==> config.mk <==
export PLATFORM = sky130hd
export DESIGN_NAME = key_event_queue_flat
export DESIGN_NICKNAME = d
export VERILOG_FILES = /design/src/rtl/key_event_queue_if.sv /design/src/rtl/key_event_queue.sv /design/src/flat_wrapper.sv
export SDC_FILE = /design/constraint.sdc
export NUM_CORES = 1
export LEC_CHECK = 0
export ABC_AREA = 1
export CORE_MARGIN = 2
export CORE_UTILIZATION = 49
export DETAILED_ROUTE_END_ITERATION = 6
export PLACE_DENSITY = 0.74
export SLEW_MARGIN = 20
export SYNTH_ARGS = -nofsm -noshare
export SYNTH_HDL_FRONTEND = slang
export SYNTH_SLANG_ARGS = --single-unit
==> constraint.sdc <==
create_clock -name clk_sys -period 2.6 [get_ports clk_sys]
set_input_delay 0.52 -clock clk_sys [delete_from_list [all_inputs] [get_ports clk_sys]]
set_output_delay 0.52 -clock clk_sys [all_outputs]
set_load 0.03 [all_outputs]
==> src/rtl/key_event_queue_if.sv <==
// Keyboard event bus between the PS/2 toggle source and the key replay queue.
interface key_event_queue_if #(
    parameter int DEPTH = 8
);
    logic [10:0]              ps2_key;
    logic                     flush;
    logic                     key_ready;
    logic                     key_stroke;
    logic [9:0]               key_code;
    logic                     overflow;
    logic [$clog2(DEPTH):0]   level;

    modport master (
        output ps2_key, flush,
        input  key_ready, key_stroke, key_code, overflow, level
    );

    modport slave (
        input  ps2_key, flush,
        output key_ready, key_stroke, key_code, overflow, level
    );
endinterface

==> src/rtl/key_event_queue.sv <==
// Queues ps2_key toggle events, drops consecutive duplicates and replays them as paced key_ready strobes.
// Latency: strobe one edge after the event is captured. No backpressure: a full FIFO drops the event and sets sticky overflow.
module key_event_queue #(
    parameter int DEPTH      = 8,
    parameter int GAP_CYCLES = 64
) (
    input logic              clk_sys,
    input logic              reset_n,
    key_event_queue_if.slave bus
);
    localparam int AW = $clog2(DEPTH);
    localparam int LW = AW + 1;
    localparam int GW = (GAP_CYCLES > 1) ? $clog2(GAP_CYCLES) : 1;

    typedef enum logic [1:0] {S_IDLE, S_STROBE, S_GAP} state_t;

    state_t        r_state;
    state_t        w_state_nxt;
    logic [GW-1:0] r_gap_cnt;
    logic [GW-1:0] w_gap_nxt;

    logic          r_primed;
    logic          r_tog_q;
    logic          r_filt_vld;
    logic [9:0]    r_last;
    logic          r_overflow;

    logic [9:0]    r_mem [DEPTH];
    logic [AW-1:0] r_wr_ptr;
    logic [AW-1:0] r_rd_ptr;
    logic [LW-1:0] r_level;

    logic          r_key_ready;
    logic          r_key_stroke;
    logic [9:0]    r_key_code;

    logic          w_event;
    logic [9:0]    w_word;
    logic          w_accept;
    logic          w_empty;
    logic          w_full;
    logic          w_pop;
    logic          w_push;
    logic [9:0]    w_rd;

    assign w_word   = bus.ps2_key[9:0];
    assign w_event  = r_primed && (bus.ps2_key[10] != r_tog_q);
    assign w_accept = w_event && !bus.flush && !(r_filt_vld && (w_word == r_last));
    assign w_empty  = (r_level == '0);
    assign w_full   = (r_level == LW'(DEPTH));
    // A pop on the same edge frees a slot, so a full FIFO can still take the push.
    assign w_push   = w_accept && (!w_full || w_pop);
    assign w_rd     = r_mem[r_rd_ptr];

    always_comb begin
        w_state_nxt = r_state;
        w_gap_nxt   = r_gap_cnt;
        w_pop       = 1'b0;
        case (r_state)
            S_IDLE: begin
                if (!w_empty) begin
                    w_pop       = 1'b1;
                    w_state_nxt = S_STROBE;
                end
            end
            S_STROBE: begin
                w_state_nxt = S_GAP;
                w_gap_nxt   = GW'(GAP_CYCLES - 1);
            end
            S_GAP: begin
                if (r_gap_cnt == '0) begin
                    if (!w_empty) begin
                        w_pop       = 1'b1;
                        w_state_nxt = S_STROBE;
                    end else begin
                        w_state_nxt = S_IDLE;
                    end
                end else begin
                    w_gap_nxt = r_gap_cnt - 1'b1;
                end
            end
            default: w_state_nxt = S_IDLE;
        endcase
        if (bus.flush) begin
            w_pop       = 1'b0;
            w_state_nxt = S_IDLE;
        end
    end

    always_ff @(posedge clk_sys or negedge reset_n) begin
        if (!reset_n) begin
            r_state   <= S_IDLE;
            r_gap_cnt <= '0;
        end else begin
            r_state   <= w_state_nxt;
            r_gap_cnt <= w_gap_nxt;
        end
    end

    // The first edge after reset only samples the toggle level, so no event is generated.
    always_ff @(posedge clk_sys or negedge reset_n) begin
        if (!reset_n) begin
            r_primed   <= 1'b0;
            r_tog_q    <= 1'b0;
            r_filt_vld <= 1'b0;
            r_last     <= '0;
            r_overflow <= 1'b0;
        end else begin
            r_primed <= 1'b1;
            r_tog_q  <= bus.ps2_key[10];
            if (bus.flush) begin
                r_filt_vld <= 1'b0;
                r_overflow <= 1'b0;
            end else if (w_accept) begin
                r_filt_vld <= 1'b1;
                r_last     <= w_word;
                if (!w_push) r_overflow <= 1'b1;
            end
        end
    end

    always_ff @(posedge clk_sys) begin
        if (w_push) r_mem[r_wr_ptr] <= w_word;
    end

    always_ff @(posedge clk_sys or negedge reset_n) begin
        if (!reset_n) begin
            r_wr_ptr <= '0;
            r_rd_ptr <= '0;
            r_level  <= '0;
        end else if (bus.flush) begin
            r_wr_ptr <= '0;
            r_rd_ptr <= '0;
            r_level  <= '0;
        end else begin
            if (w_push) r_wr_ptr <= r_wr_ptr + 1'b1;
            if (w_pop)  r_rd_ptr <= r_rd_ptr + 1'b1;
            case ({w_push, w_pop})
                2'b10:   r_level <= r_level + 1'b1;
                2'b01:   r_level <= r_level - 1'b1;
                default: r_level <= r_level;
            endcase
        end
    end

    // key_code and key_stroke hold between strobes; only reset clears them.
    always_ff @(posedge clk_sys or negedge reset_n) begin
        if (!reset_n) begin
            r_key_ready  <= 1'b0;
            r_key_stroke <= 1'b0;
            r_key_code   <= '0;
        end else begin
            r_key_ready <= w_pop;
            if (w_pop) begin
                r_key_stroke <= w_rd[9];
                r_key_code   <= {1'b0, w_rd[8:0]};
            end
        end
    end

    assign bus.key_ready  = r_key_ready;
    assign bus.key_stroke = r_key_stroke;
    assign bus.key_code   = r_key_code;
    assign bus.overflow   = r_overflow;
    assign bus.level      = r_level;
endmodule
==> src/flat_wrapper.sv <==
// flat-port wrapper written by rule: the top's interface ports become plain ports
module key_event_queue_flat 
#(
    parameter int DEPTH      = 8,
    parameter int GAP_CYCLES = 64
)
  (clk_sys, reset_n, bus_ps2_key, bus_flush, bus_key_ready, bus_key_stroke, bus_key_code, bus_overflow, bus_level);
  key_event_queue_if #(.DEPTH(DEPTH)) bus_i ();
  input logic clk_sys;
  input logic reset_n;
  input wire logic [$bits(bus_i.ps2_key)-1:0] bus_ps2_key;
  input wire logic [$bits(bus_i.flush)-1:0] bus_flush;
  output wire logic [$bits(bus_i.key_ready)-1:0] bus_key_ready;
  output wire logic [$bits(bus_i.key_stroke)-1:0] bus_key_stroke;
  output wire logic [$bits(bus_i.key_code)-1:0] bus_key_code;
  output wire logic [$bits(bus_i.overflow)-1:0] bus_overflow;
  output wire logic [$bits(bus_i.level)-1:0] bus_level;
  assign bus_i.ps2_key = bus_ps2_key;
  assign bus_i.flush = bus_flush;
  assign bus_key_ready = bus_i.key_ready;
  assign bus_key_stroke = bus_i.key_stroke;
  assign bus_key_code = bus_i.key_code;
  assign bus_overflow = bus_i.overflow;
  assign bus_level = bus_i.level;
  key_event_queue #(.DEPTH(DEPTH), .GAP_CYCLES(GAP_CYCLES)) u_core (.clk_sys(clk_sys), .reset_n(reset_n), .bus(bus_i));
endmodule
==> flow_summary_export.csv <==
group,metric,value,unit
die,core_region_area,0.0104,sq mm
logic_synthesis,ys_async_sr_fraction,35.0,%
logic_synthesis,synth_ff_type,"edfxtp_1",
timing,tightestPinTransition,0.552,ns
global_routing,top_usage_layer,"met2",
logic_synthesis,ys_ff_latch,123,
timing,holdWs,0.414,ns
global_routing,use_met3,5.87,%
clock_tree,cts.htree.levels,4,
logic_synthesis,yosys.area.top_type,"edfxtp_1",
die,die_height,108,microns
global_routing,grt_pass1_vias,3728,
placed_design,dp_cells,667,
logic_synthesis,syn_area_per_cell,11.0,sq um
logic_synthesis,ys_warn_count,0,
timing,finalCriticalPeriod,2.31,ns
worst_setup_path,path_max_fanout,10,
die,initial_core_util,50.7,%
timing,hold_viol,0,
timing,max_clock_freq,0.433,GHz
route,ant_nets,0,
clock_tree,cts_tree,"built",
layout,num_antenna_cells,0,
clock_tree,numCtsBuffers,17,
pwr,power.density,979,mW/mm^2
pwr,leakage,2.71,nW
layout,drive_above_1_share,16.3,%
placed_design,dpl_worst_slack,-0.287,ns
logic_synthesis,syn_nets,499,
logic_synthesis,synth_edf_count,80,
clock_tree,cts_num_sinks,123,
placed_design,io_buffers,29,
job,maxCapViolations,0,
placed_design,gp_congestion,0.798,
layout,layout.nets,572,
logic_synthesis,syn-cell-area,0.00525,sq mm
route,viasPerCell,5.36,
route,route.detailed.drc,0,
layout,synthToLayoutAreaGrowth,24.0,%
timing,rsz0062_at_grt,"false",
logic_synthesis,synthDistinctLibCells,32,
worst_setup_path,critPathLaunchType,"input port",
route,wl_per_cell,16.0,microns
pwr,finalPower,6.38,mW
placed_design,hpwlAfterDp,7250,microns
logic_synthesis,netlist.area_leader.share,45.7,%
clock_tree,insertion_delay,0.53,ns
timing,slew_headroom,63.2,%
logic_synthesis,syn-instance-count,478,
route,vias,3744,
die,die_x,108,microns
worst_setup_path,worstSetupPathType,"input port to flip-flop",
logic_synthesis,synthTopCellsByArea,"edfxtp_1, dfrtp_1, nand2_1",
global_routing,antenna_found_initial,0,
global_routing,grt_overflow,0,
die,ios,31,
status,outcome,"complete, no violations",
route,drt-total-wl,11200,microns
timing,setup_violations,0,
clock_tree,post_cts_buffers,0,
timing,postLayoutSetupSlackWorst,0.289,ns
clock_tree,cts_root_buf,"clkbuf_8",
worst_hold_path,hold_path_class,"input port to flip-flop",
logic_synthesis,ys_seq_area_share,66.2,%
global_routing,grt_usage,21.3,%
die,fp-row-count,37,
global_routing,grt_max_degree,41,
route,drt_iter0_drc,249,
die,dieArea,0.0116,sq mm
global_routing,gr-usage-met1,27.3,%
clock_tree,cts_buffer_depth,2,
clock_tree,path_clk_slew,0.06,ns
layout,stdcell_count,699,
global_routing,grtUsageMet2,33.9,%
route,drtPass1Iterations,5,
timing,finalCritPeriodShare,88.9,%
pwr,vdd_drop_max,567,uV
timing,slew_viol_final,0,
worst_setup_path,cp.arrival,2.73,ns
worst_setup_path,cp-end-kind,"flip-flop",
worst_setup_path,required,3.02,ns
timing,finClkSkew,0.00609,ns
global_routing,grt_pass1_wl,18300,microns
==> registers in the layout (all words and copies together), names as in the netlist <==
signal,cells
u_core.r_mem,80
u_core.r_last,10
u_core.bus.key_code,9
u_core.r_gap_cnt,6
u_core.bus.level,4
u_core.r_rd_ptr,3
u_core.r_wr_ptr,3
u_core.r_state,2
u_core.bus.key_ready,1
u_core.bus.key_stroke,1
u_core.bus.overflow,1
u_core.r_filt_vld,1
u_core.r_primed,1
u_core.r_tog_q,1
==> power by group <==
group / leakage (nW) / internal, mW / switching, mW
registers: 1.24 / 2.29 / 0.136
logic: 1.21 / 0.708 / 1.05
clock network: 0.264 / 1.37 / 0.823
total: 2.71 / 4.36 / 2.01
==> cell usage in the layout (no fill, tap or decap), types with 11 or more instances in the layout <==
| master | n |
|---|---|
| buf_4 | 42 |
| nor2_1 | 62 |
| o21ai_0 | 35 |
| nand2_1 | 93 |
| o21a_1 | 11 |
| inv_1 | 41 |
| clkdlybuf4s50_1 | 27 |
| edfxtp_1 | 80 |
| dfrtp_1 | 43 |
| clkbuf_16 | 16 |
| nand3_1 | 25 |
==> synthesized netlist by cell type, types with 9 or more instances <==
cell type,instances
nand3_1,25
nor2_1,62
o21a_1,11
edfxtp_1,80
inv_1,41
o22ai_1,10
dfrtp_1,43
o32ai_1,10
nand2_1,93
clkbuf_1,9
o21ai_0,35
mux2i_1,10
==> final timing paths <==
| path | from | end | slack (ns) | cells after the start |
|---|---|---|---|---|
| max reg2reg | u_core.r_gap_cnt[0]$_DFFE_PN0P_ | u_core.r_mem[4][2]$_DFFE_PP_ | 0.37 | 12 |
| min reg2reg | u_core.r_gap_cnt[5]$_DFFE_PN0P_ | u_core.r_gap_cnt[5]$_DFFE_PN0P_ | 0.49 | 2 |
| min | bus_ps2_key[3] | u_core.r_mem[2][3]$_DFFE_PP_ | 0.41 | 1 |
| max in group asynchronous | reset_n | u_core.r_last[5]$_DFFE_PN0P_ | 1.58 | 3 |
| max | bus_ps2_key[0] | u_core.bus.level[3]$_DFFE_PN0P_ | 0.29 | 19 |
| min in group asynchronous | reset_n | u_core.r_rd_ptr[0]$_DFFE_PN0P_ | 0.42 | 2 |
==> layer usage <==
metal  share of wire (%)  vias to the layer above  wire (microns)
met4                 1.9                        0             216
met1                  41                     1799            4590
li1                    -                     1771               -
met2                  50                      154            5580
met3                 7.1                       20             796
met5                   0                        -               0
==> cell families after synthesis <==
group | share of synthesized area (%)
buffers and inverters | 4.86
AO/OA/AOI/OAI | 8.74
XOR/XNOR | 0.500
flip-flops | 66.2
AND/OR/NAND/NOR | 15.6
multiplexers | 2.12
other | 0.143
adder cells (fa/ha/maj) | 1.81
==> cell type report <==
| cell class | instances | area [sq um] |
|---|---|---|
| Fill cell | 799 | 3860 |
| Sequential cell | 123 | 3480 |
| Timing Repair Buffer | 72 | 613 |
| Multi-Input combinational cell | 292 | 1530 |
| Tap cell | 136 | 170 |
| Clock buffer | 18 | 428 |
| Clock inverter | 13 | 128 |
| Inverter | 45 | 170 |
==> critical path: stages <==
cell and delay, ns:
clkdlybuf4s50_1 0.47, buf_4 0.17, inv_1 0.07, nand2_1 0.06
nand3_1 0.08, nor2_1 0.13, nand3_2 0.11, nand2_2 0.10
nand2_4 0.05, inv_2 0.06, ha_1 0.25, a21oi_1 0.16
nand2_1 0.10, xor2_2 0.15, inv_1 0.05, nand2_1 0.06
nand2_1 0.04, nand2_1 0.06, nand2_1 0.04
==> stage by stage <==
stage / cell area [sq um] / TNS (ns) / util (%)
floorplan: 5250 / 0 / -
global placement: 5940 / -0.177 / 57.3
detailed placement: 5940 / -0.907 / 57.3
CTS: 6500 / 0 / 62.7
global route: 6510 / 0 / 62.8
finish: 6510 / 0 / 62.8
==> what timing repair did <==
| action | 4_1_cts | 5_1_grt |
|---|---|---|
| resized for setup | 0 | 2 |
| hold buffers | 1 | 0 |
| endpoints found under the setup margin | 0 | 1 |
| endpoints found under the hold margin | 11 | 0 |
Note: power is estimated with default switching activity, not from simulation.
